### src/rtl/uart_loopback_extend_pkg.sv
// Shared constants and types for the UART echo block.
// Holds the default clock and baud figures and the frame bit-index markers.
// Also holds the idle/busy state encoding used by the RX and TX machines.
package uart_loopback_extend_pkg;

  localparam int DEF_CLK_FREQ = 50_000_000;
  localparam int DEF_UART_BPS = 9600;
  localparam int DEF_BPS_CNT  = DEF_CLK_FREQ / DEF_UART_BPS;

  // Bit positions inside a 10-bit 8N1 frame.
  localparam logic [3:0] START_IDX     = 4'd0;
  localparam logic [3:0] STOP_IDX      = 4'd9;
  localparam logic [3:0] LAST_DATA_IDX = 4'd8;

  typedef enum logic {
    LINE_IDLE = 1'b0,
    LINE_BUSY = 1'b1
  } line_state_t;

endpackage

### src/rtl/uart_loopback_extend_tx.sv
// 8N1 serialiser: frames one byte per start strobe, LSB first.
// Latency: the start bit appears on txd one clock after the start strobe.
// No backpressure; start is ignored while busy, so the caller must wait for busy=0.
module uart_tx
  import uart_loopback_extend_pkg::*;
#(
  parameter int BPS_CNT = DEF_BPS_CNT
) (
  input  logic       clk,
  input  logic       rst_n,
  input  logic       start,
  input  logic [7:0] data,
  output logic       txd,
  output logic       busy
);

  localparam int CNT_W = $clog2(BPS_CNT);
  localparam logic [CNT_W-1:0] CNT_LAST = CNT_W'(BPS_CNT - 1);

  line_state_t      state;
  line_state_t      state_nxt;
  logic [CNT_W-1:0] clk_cnt;
  logic [3:0]       bit_idx;
  logic [7:0]       shreg;
  logic             bit_end;

  assign bit_end = (clk_cnt == CNT_LAST);

  // State register.
  always_ff @(posedge clk or negedge rst_n) begin
    if (!rst_n) state <= LINE_IDLE;
    else        state <= state_nxt;
  end

  // Next state: leave idle on a strobe, return after the last stop-bit clock.
  always_comb begin
    state_nxt = state;
    case (state)
      LINE_IDLE: if (start) state_nxt = LINE_BUSY;
      LINE_BUSY: if (bit_end && (bit_idx == STOP_IDX)) state_nxt = LINE_IDLE;
      default:   state_nxt = LINE_IDLE;
    endcase
  end

  // Outputs derived from state.
  always_comb begin
    busy = (state == LINE_BUSY);
  end

  // Bit timing and a registered line driver so the pin never glitches.
  always_ff @(posedge clk or negedge rst_n) begin
    if (!rst_n) begin
      clk_cnt <= '0;
      bit_idx <= START_IDX;
      shreg   <= '0;
      txd     <= 1'b1;
    end else if (state == LINE_IDLE) begin
      clk_cnt <= '0;
      bit_idx <= START_IDX;
      if (start) begin
        shreg <= data;
        txd   <= 1'b0;
      end
    end else if (bit_end) begin
      clk_cnt <= '0;
      if (bit_idx == STOP_IDX) begin
        txd <= 1'b1;
      end else begin
        bit_idx <= bit_idx + 4'd1;
        if (bit_idx == LAST_DATA_IDX) begin
          txd <= 1'b1;
        end else begin
          txd   <= shreg[0];
          shreg <= {1'b0, shreg[7:1]};
        end
      end
    end else begin
      clk_cnt <= clk_cnt + 1'b1;
    end
  end

endmodule

### src/rtl/uart_loopback_extend.sv
// UART echo: receives 8N1 bytes on uart_rxd and retransmits them on uart_txd.
// Latency: uart_txd falls two clocks after the receiver accepts a stop bit.
// No backpressure; a byte arriving while one is still pending overwrites it.
module uart_loopback_extend
  import uart_loopback_extend_pkg::*;
#(
  parameter int CLK_FREQ = DEF_CLK_FREQ,
  parameter int UART_BPS = DEF_UART_BPS
) (
  input  logic sys_clk,
  input  logic sys_rst_n,
  input  logic uart_rxd,
  output logic uart_txd
);

  localparam int BPS_CNT = CLK_FREQ / UART_BPS;
  localparam int CNT_W   = $clog2(BPS_CNT);
  localparam logic [CNT_W-1:0] CNT_LAST = CNT_W'(BPS_CNT - 1);
  localparam logic [CNT_W-1:0] CNT_MID  = CNT_W'(BPS_CNT / 2);

  logic             rxd_s1;
  logic             rxd_s2;
  logic             rxd_d;
  line_state_t      rx_state;
  line_state_t      rx_state_nxt;
  logic [CNT_W-1:0] rx_cnt;
  logic [3:0]       rx_idx;
  logic [7:0]       rx_data;
  logic             start_edge;
  logic             sample;
  logic             rx_done;
  logic [7:0]       hold_data;
  logic             pending;
  logic             tx_busy;
  logic             tx_start;

  assign start_edge = rxd_d & ~rxd_s2;
  assign sample     = (rx_state == LINE_BUSY) && (rx_cnt == CNT_MID);
  assign tx_start   = pending & ~tx_busy;

  // Two-flop synchroniser plus a delayed copy for falling-edge detection.
  always_ff @(posedge sys_clk or negedge sys_rst_n) begin
    if (!sys_rst_n) begin
      rxd_s1 <= 1'b1;
      rxd_s2 <= 1'b1;
      rxd_d  <= 1'b1;
    end else begin
      rxd_s1 <= uart_rxd;
      rxd_s2 <= rxd_s1;
      rxd_d  <= rxd_s2;
    end
  end

  // RX state register.
  always_ff @(posedge sys_clk or negedge sys_rst_n) begin
    if (!sys_rst_n) rx_state <= LINE_IDLE;
    else            rx_state <= rx_state_nxt;
  end

  // RX next state: a high start mid-sample is a glitch; stop mid-sample always ends the frame.
  always_comb begin
    rx_state_nxt = rx_state;
    case (rx_state)
      LINE_IDLE: if (start_edge) rx_state_nxt = LINE_BUSY;
      LINE_BUSY: begin
        if (sample && (((rx_idx == START_IDX) && rxd_s2) || (rx_idx == STOP_IDX)))
          rx_state_nxt = LINE_IDLE;
      end
      default:   rx_state_nxt = LINE_IDLE;
    endcase
  end

  // RX outputs: byte is accepted only when the stop bit reads high.
  always_comb begin
    rx_done = sample && (rx_idx == STOP_IDX) && rxd_s2;
  end

  // RX bit timing and LSB-first shift of the data bits.
  always_ff @(posedge sys_clk or negedge sys_rst_n) begin
    if (!sys_rst_n) begin
      rx_cnt  <= '0;
      rx_idx  <= START_IDX;
      rx_data <= '0;
    end else begin
      if (rx_state == LINE_IDLE) begin
        rx_cnt <= '0;
        rx_idx <= START_IDX;
      end else if (rx_cnt == CNT_LAST) begin
        rx_cnt <= '0;
        rx_idx <= rx_idx + 4'd1;
      end else begin
        rx_cnt <= rx_cnt + 1'b1;
      end
      if (sample && (rx_idx != START_IDX) && (rx_idx != STOP_IDX))
        rx_data <= {rxd_s2, rx_data[7:1]};
    end
  end

  // Holding register: a new byte wins over the TX handoff so nothing is dropped.
  always_ff @(posedge sys_clk or negedge sys_rst_n) begin
    if (!sys_rst_n) begin
      hold_data <= '0;
      pending   <= 1'b0;
    end else begin
      if (rx_done) begin
        hold_data <= rx_data;
        pending   <= 1'b1;
      end else if (tx_start) begin
        pending <= 1'b0;
      end
    end
  end

  uart_tx #(
    .BPS_CNT (BPS_CNT)
  ) u_tx (
    .clk   (sys_clk),
    .rst_n (sys_rst_n),
    .start (tx_start),
    .data  (hold_data),
    .txd   (uart_txd),
    .busy  (tx_busy)
  );

endmodule

### config.mk
export PLATFORM = sky130hd
export DESIGN_NAME = uart_loopback_extend
export DESIGN_NICKNAME = d
export VERILOG_FILES = /design/src/rtl/uart_loopback_extend_pkg.sv /design/src/rtl/uart_loopback_extend_tx.sv /design/src/rtl/uart_loopback_extend.sv
export SDC_FILE = /design/constraint.sdc
export NUM_CORES = 1
export LEC_CHECK = 0
export ABC_AREA = 1
export BUFFER_PORTS_ARGS = -buffer_cell sky130_fd_sc_hd__buf_2
export CAP_MARGIN = 30
export CORE_AREA = 2 2 86 88
export CTS_BUF_LIST = sky130_fd_sc_hd__clkbuf_16
export DETAILED_ROUTE_END_ITERATION = 16
export DIE_AREA = 0 0 88 90
export HOLD_SLACK_MARGIN = 0.02
export PLACE_DENSITY = 0.61
export SLEW_MARGIN = 10
export SYNTH_ARGS = -nofsm -noshare
export SYNTH_HDL_FRONTEND = slang
export SYNTH_SLANG_ARGS = --single-unit
### constraint.sdc
create_clock -name sys_clk -period 2.3 [get_ports sys_clk]
set_input_delay 0.115 -clock sys_clk [delete_from_list [all_inputs] [get_ports sys_clk]]
set_output_delay 0.115 -clock sys_clk [all_outputs]
set_load 0.05 [all_outputs]
Yosys cells after proc, flatten, opt, wreduce, memory -nomap -nowiden
Index checks and enable logic that the tools add are counted.

operators by class
  multiplexer cells = 26
  $add $sub $neg = 4
  eq/ne operators = 11
  bitwise logic cells = 5
  reduce and logical (&&, ||, !) cells = 16

operators by type and width
  operator                                                                  number
  13-bit two-way mux                                                        4
  8-bit two-way mux                                                         5
  13-bit by 1-bit adder with 13-bit output (second input constant)          2
  13-bit == test (second input constant)                                    2
  4-bit two-way mux                                                         5
  13-bit by 12-bit == test with 1-bit output (second input constant)        1
  4-bit == test (second input constant)                                     3
  1-bit two-way mux                                                         10
  4-bit by 1-bit adder with 4-bit output (second input constant)            2
  1-bit logical AND                                                         8
  2-bit inequality test (second input constant)                             3
  4-bit logical NOT                                                         1
  4-bit inequality test (second input constant)                             1
  1-bit case mux with 2 select lines                                        2
  2-bit AND reduction                                                       2
  4-bit AND reduction                                                       1
  2-bit nonzero test                                                        2
  4-bit nonzero test                                                        1
  1-bit NOT                                                                 3
  1-bit AND                                                                 2
  2-bit by 1-bit inequality test with 1-bit output (second input constant)  1
  1-bit logical OR                                                          1

word-level totals
  word-level logic and storage cells = 76
  register bits = 65
  output and inout port bits = 1
  input port bits = 3

Longest topological paths before layout
  word-level depth = 6
  depth in mapped cells = 10
  depth with buffers taken out = 10

Modules after synthesis
A second synthesis with hierarchy kept.

second synthesis, totals
  cell total of the unflattened synthesis = 424
  area, all modules = 3440.8 µm²

modules (own cells, without submodules)
  module                cells an instance  seq. area each (µm²)  instances  area each (µm²)
  uart_loopback_extend  229                954.7                 1          1939.4
  uart_tx               195                676.9                 1          1501.4

Worst setup path after synthesis
Ideal clock, no wire load.

  kind = flip-flop to flip-flop
  start = register u_tx.bit_idx[0]
  end = register u_tx.shreg[0]
  period minus slack after synthesis = 1.341 ns
  arrival time = 1.223 ns
  cell stages (with the launch flop) = 9
  library setup time = 0.118 ns
  path buffers = 0
  slack = 0.959 ns
  data required time = 2.182 ns
  path through = dfrtp_1 inv_1 ha_1 inv_1 nor2_1 a21oi_4 nand3_2 nand2_1 nand2_1

on the way
  cells in the longest elaborated chain, start to end = 3
  elaborated cells between the ends (all ways) = 5
  those cells by class = eq/ne: 4; reduce/logical: 1

ends and longest elaborated chain
  item                              RTL line                                                      text
  from (decl)                       uart_loopback_extend_tx.sv:23                                 logic [3:0] bit_idx;
  from (signal assigned)            uart_loopback_extend_tx.sv:69                                 bit_idx <= bit_idx + 4'd1;
  4-bit == test (on tied branches)  uart_loopback_extend_tx.sv:66, uart_loopback_extend_tx.sv:70
  2-bit inequality test (no line)   --
  4-bit AND reduction (no line) *   --
  to (signal assigned)              uart_loopback_extend_tx.sv:61                                 shreg <= data;
  to (signal assigned)              uart_loopback_extend_tx.sv:74                                 shreg <= {1'b0, shreg[7:1]};
  to (decl)                         uart_loopback_extend_tx.sv:24                                 logic [7:0] shreg;

Mark *: on every way between the ends. The rest lies on a longest branch, timed or not.
A chain may end at the register's enable or synchronous reset.

Worst setup path after layout
  start = register u_tx.state, in the netlist u_tx.busy
  end = register u_tx.shreg[7]

on the way
  cells in the longest elaborated chain, start to end = 4
  elaborated cells between the ends (all ways) = 8
  those cells by class = eq/ne: 3; mux: 1; bitwise: 2; reduce/logical: 2

ends and longest elaborated chain
  item                           RTL line                       text
  from (decl)                    uart_loopback_extend_tx.sv:20  line_state_t state;
  from (signal assigned)         uart_loopback_extend_tx.sv:32  else state <= state_nxt;
  1-bit NOT                      --
  1-bit AND                      uart_loopback_extend.sv:39     assign tx_start = pending & ~tx_busy;
  2-bit nonzero test (no line)   --
  4-bit AND reduction (no line)  --

Several ways; a longest one is shown, not always the timed one.

==> summary.txt <==
Clock tree
  • Root Driver: clkbuf_16
  • Reg clk slew, reported paths: 50 ps
  • Worst-Skew Late Latency: 320 ps
  • CTS Sinks: 65
  • CTS Buf Count: 9
  • CTS resizes: 0
  • Post-CTS Setup Bufs: 0
  • TritonCTS clock tree: done
  • Max Root-Sink Buffers: 2
  • Htree depth: 3
  • Cts hold-fix bufs: 2

STA
  • Tmin final: 1710 ps
  • Pins over their slew limit: 0
  • Slew headroom: 0.604
  • Hold slack: 316 ps
  • Final period utilization: 0.742
  • Worst Skew: 6.35 ps
  • RSZ-0062 raised after global routing: no
  • Post-route setup TNS: 0 ps
  • Final Hold Viols: 0
  • Final setup viols: 0
  • Fmax: 586 MHz
  • Actual slew at the worst max-slew pin: 595 ps

Floorplanning
  • Die span in y: 90 microns
  • FP Rows: 31
  • DIE AREA: 7920 sq um
  • Core Area: 7020 sq um
  • Die width: 88 microns
  • Initial Util: 0.479
  • IO Pins: 4

Synthesis
  • Yosys top cell by area: dfrtp_1
  • Syn. warnings: 0
  • Cell Area, Synth: 3370 sq um
  • Synth area leaders: dfrtp_1, nand2_1, nor2_1
  • Yosys reg bits: 65
  • Post-synth top area share: 0.454
  • Synth Net Count: 432
  • Synthesized instance count: 420
  • Avg Inst Size Synth: 8.01 sq um
  • Count of different cell masters after synthesis: 32
  • Seq/Total Area, Yosys: 0.485

Cells and area
  • Fin nets: 442
  • Layout Utilization: 0.543
  • Most frequent cells in the layout: nand2_1, dfrtp_1, nor2_1
  • Commonest non-fill, non-tap cell in the layout: nand2_1
  • Cell area after layout: 3810 sq um
  • ANT cells: 0
  • Area Growth Syn to Fin: 13.2%
  • Layout cells sized above 1: 0.110

Placed design
  • Placement Cell Area: 3480 sq um
  • HPWL Detailed: 4320 microns
  • Port-buffer cells: 3
  • GPL Wtd Cong: 0.831

Critical path
  • CP arrival: 1920 ps
  • CP Capture Type: flip-flop
  • Reg2reg setup slack: 590 ps
  • Worst-path maximum fanout: 18
  • CP Class: reg2reg
  • Required time of the critical path: 2510 ps
  • Worst Setup Start Kind: flip-flop

Run status
  • Status: finished clean

Global route
  • Met1 usage: 0.231
  • Aggregate global routing overflow: 0
  • Routing usage on met2: 0.275
  • Global routing usage on met3: 0.0376
  • Total GRT Usage: 0.175
  • GRT Max-Usage Layer: met2
  • Initial antenna violation count: 0
  • Vias in the first global route: 2478
  • Largest net degree at the start of global routing: 66
  • First-pass GRT wire length: 11000 microns

Drt
  • Vias per cell: 4.81
  • Drt pass-1 iters: 4
  • Post-Route WL: 6280 microns
  • DR DRC count: 0
  • Wire per inst: 11.8 microns
  • Post-DRT Antenna Nets: 0
  • Initial DRC count: 77
  • DR vias: 2571

Pwr
  • PD cells: 821 nW/um^2
  • Total power: 3.13 mW
  • Peak VDD IR: 592 uV
  • Static leakage: 1.90 nW

Job
  • Max Cap Violations: 0

Hold path
  • Hold WC Path Type: in2async
==> metal layers <==
metal  vias up  share of wire
met5         -              0
met4         0          0.020
met3        10          0.019
met2        21           0.47
met1      1191           0.49
li1       1349              -
==> per-stage QoR <==
| step | setup WS (ps) | std cells |
|---|---|---|
| 2_1_floorplan | 959 | 420 |
| 3_3_place_gp | 629 | 516 |
| 3_5_place_dp | 560 | 516 |
| 4_1_cts | 548 | 534 |
| 5_1_grt | 382 | 534 |
| 6_report | 592 | 534 |
==> report_power, final <==
group | switching (mW) | internal, mW
clock | 0.483 | 0.938
combinational | 0.236 | 0.130
sequential | 0.109 | 1.23
total | 0.829 | 2.30
==> critical path, stage by stage, from the launching register on <==
cell,delay (ps)
dfrtp_1,720
nor2_1,220
a21oi_4,280
nand3_2,210
nand2_1,110
nand2_1,60
==> kinds of logic (layout without fill, tap and decap cells) <==
| group | Yosys count | in the layout | share of synthesized area |
|---|---|---|---|
| fa+ha+maj | 9 | 9 | 0.0335 |
| flops | 65 | 65 | 0.485 |
| buf+inv | 53 | 68 | 0.0651 |
| compound gates | 18 | 18 | 0.0335 |
| xor+xnor | 10 | 10 | 0.0260 |
| simple gates | 265 | 265 | 0.357 |
==> path summary, 6_finish.rpt <==
check                                   to  depth (start not counted)       from
max reg2reg                  u_tx.shreg[7]                          5  u_tx.busy
max in group asynchronous            rxd_d                          3  sys_rst_n
min in group sys_clk                rxd_s2                          0     rxd_s1
min reg2reg                         rxd_s2                          0     rxd_s1
min                        u_tx.bit_idx[2]                          3  sys_rst_n
max                          u_tx.shreg[7]                          5  u_tx.busy
==> cell usage after synthesis <==
| cell type | count |
|---|---|
| dfrtp_1 | 61 |
| inv_1 | 37 |
| buf_2 | 4 |
| dfstp_2 | 4 |
| nand4_1 | 20 |
| a21oi_4 | 1 |
| clkbuf_4 | 1 |
| nand2_1 | 141 |
| clkbuf_1 | 1 |
| nand2_2 | 4 |
| o21ai_0 | 2 |
| or2_2 | 2 |
| o21ai_1 | 8 |
| a31o_2 | 1 |
| ha_1 | 9 |
| nand3_2 | 1 |
| nand4_4 | 1 |
| nor3b_1 | 3 |
| nand2_4 | 2 |
| a21oi_1 | 3 |
| xor2_1 | 10 |
| nand3_1 | 22 |
| o21bai_1 | 3 |
| nand3_4 | 1 |
| clkinv_1 | 1 |
| nor3_1 | 14 |
| inv_2 | 8 |
| nor2_4 | 2 |
| nor2_2 | 1 |
| nor2_1 | 50 |
| nor2_8 | 1 |
| buf_8 | 1 |
==> layout make-up <==
cell class | count | area [sq um]
tap | 99 | 124
multi-input combinational | 302 | 1520
fill | 669 | 3210
clock inverter | 7 | 86.3
clock buffer | 9 | 225
sequential | 65 | 1630
inverter | 46 | 173
timing repair buffer | 6 | 55.1
==> flip-flops by register name (all words and copies together), names as in the netlist <==
signal and count:
rx_state 1, rx_idx 4, u_tx.clk_cnt 13, hold_data 8
u_tx.busy 1, pending 1, u_tx.bit_idx 4, rx_cnt 13
rxd_s2 1, u_tx.shreg 8, rxd_d 1, rx_data 8
rxd_s1 1, u_tx.txd 1
Note: power is estimated with default switching activity, not from simulation.
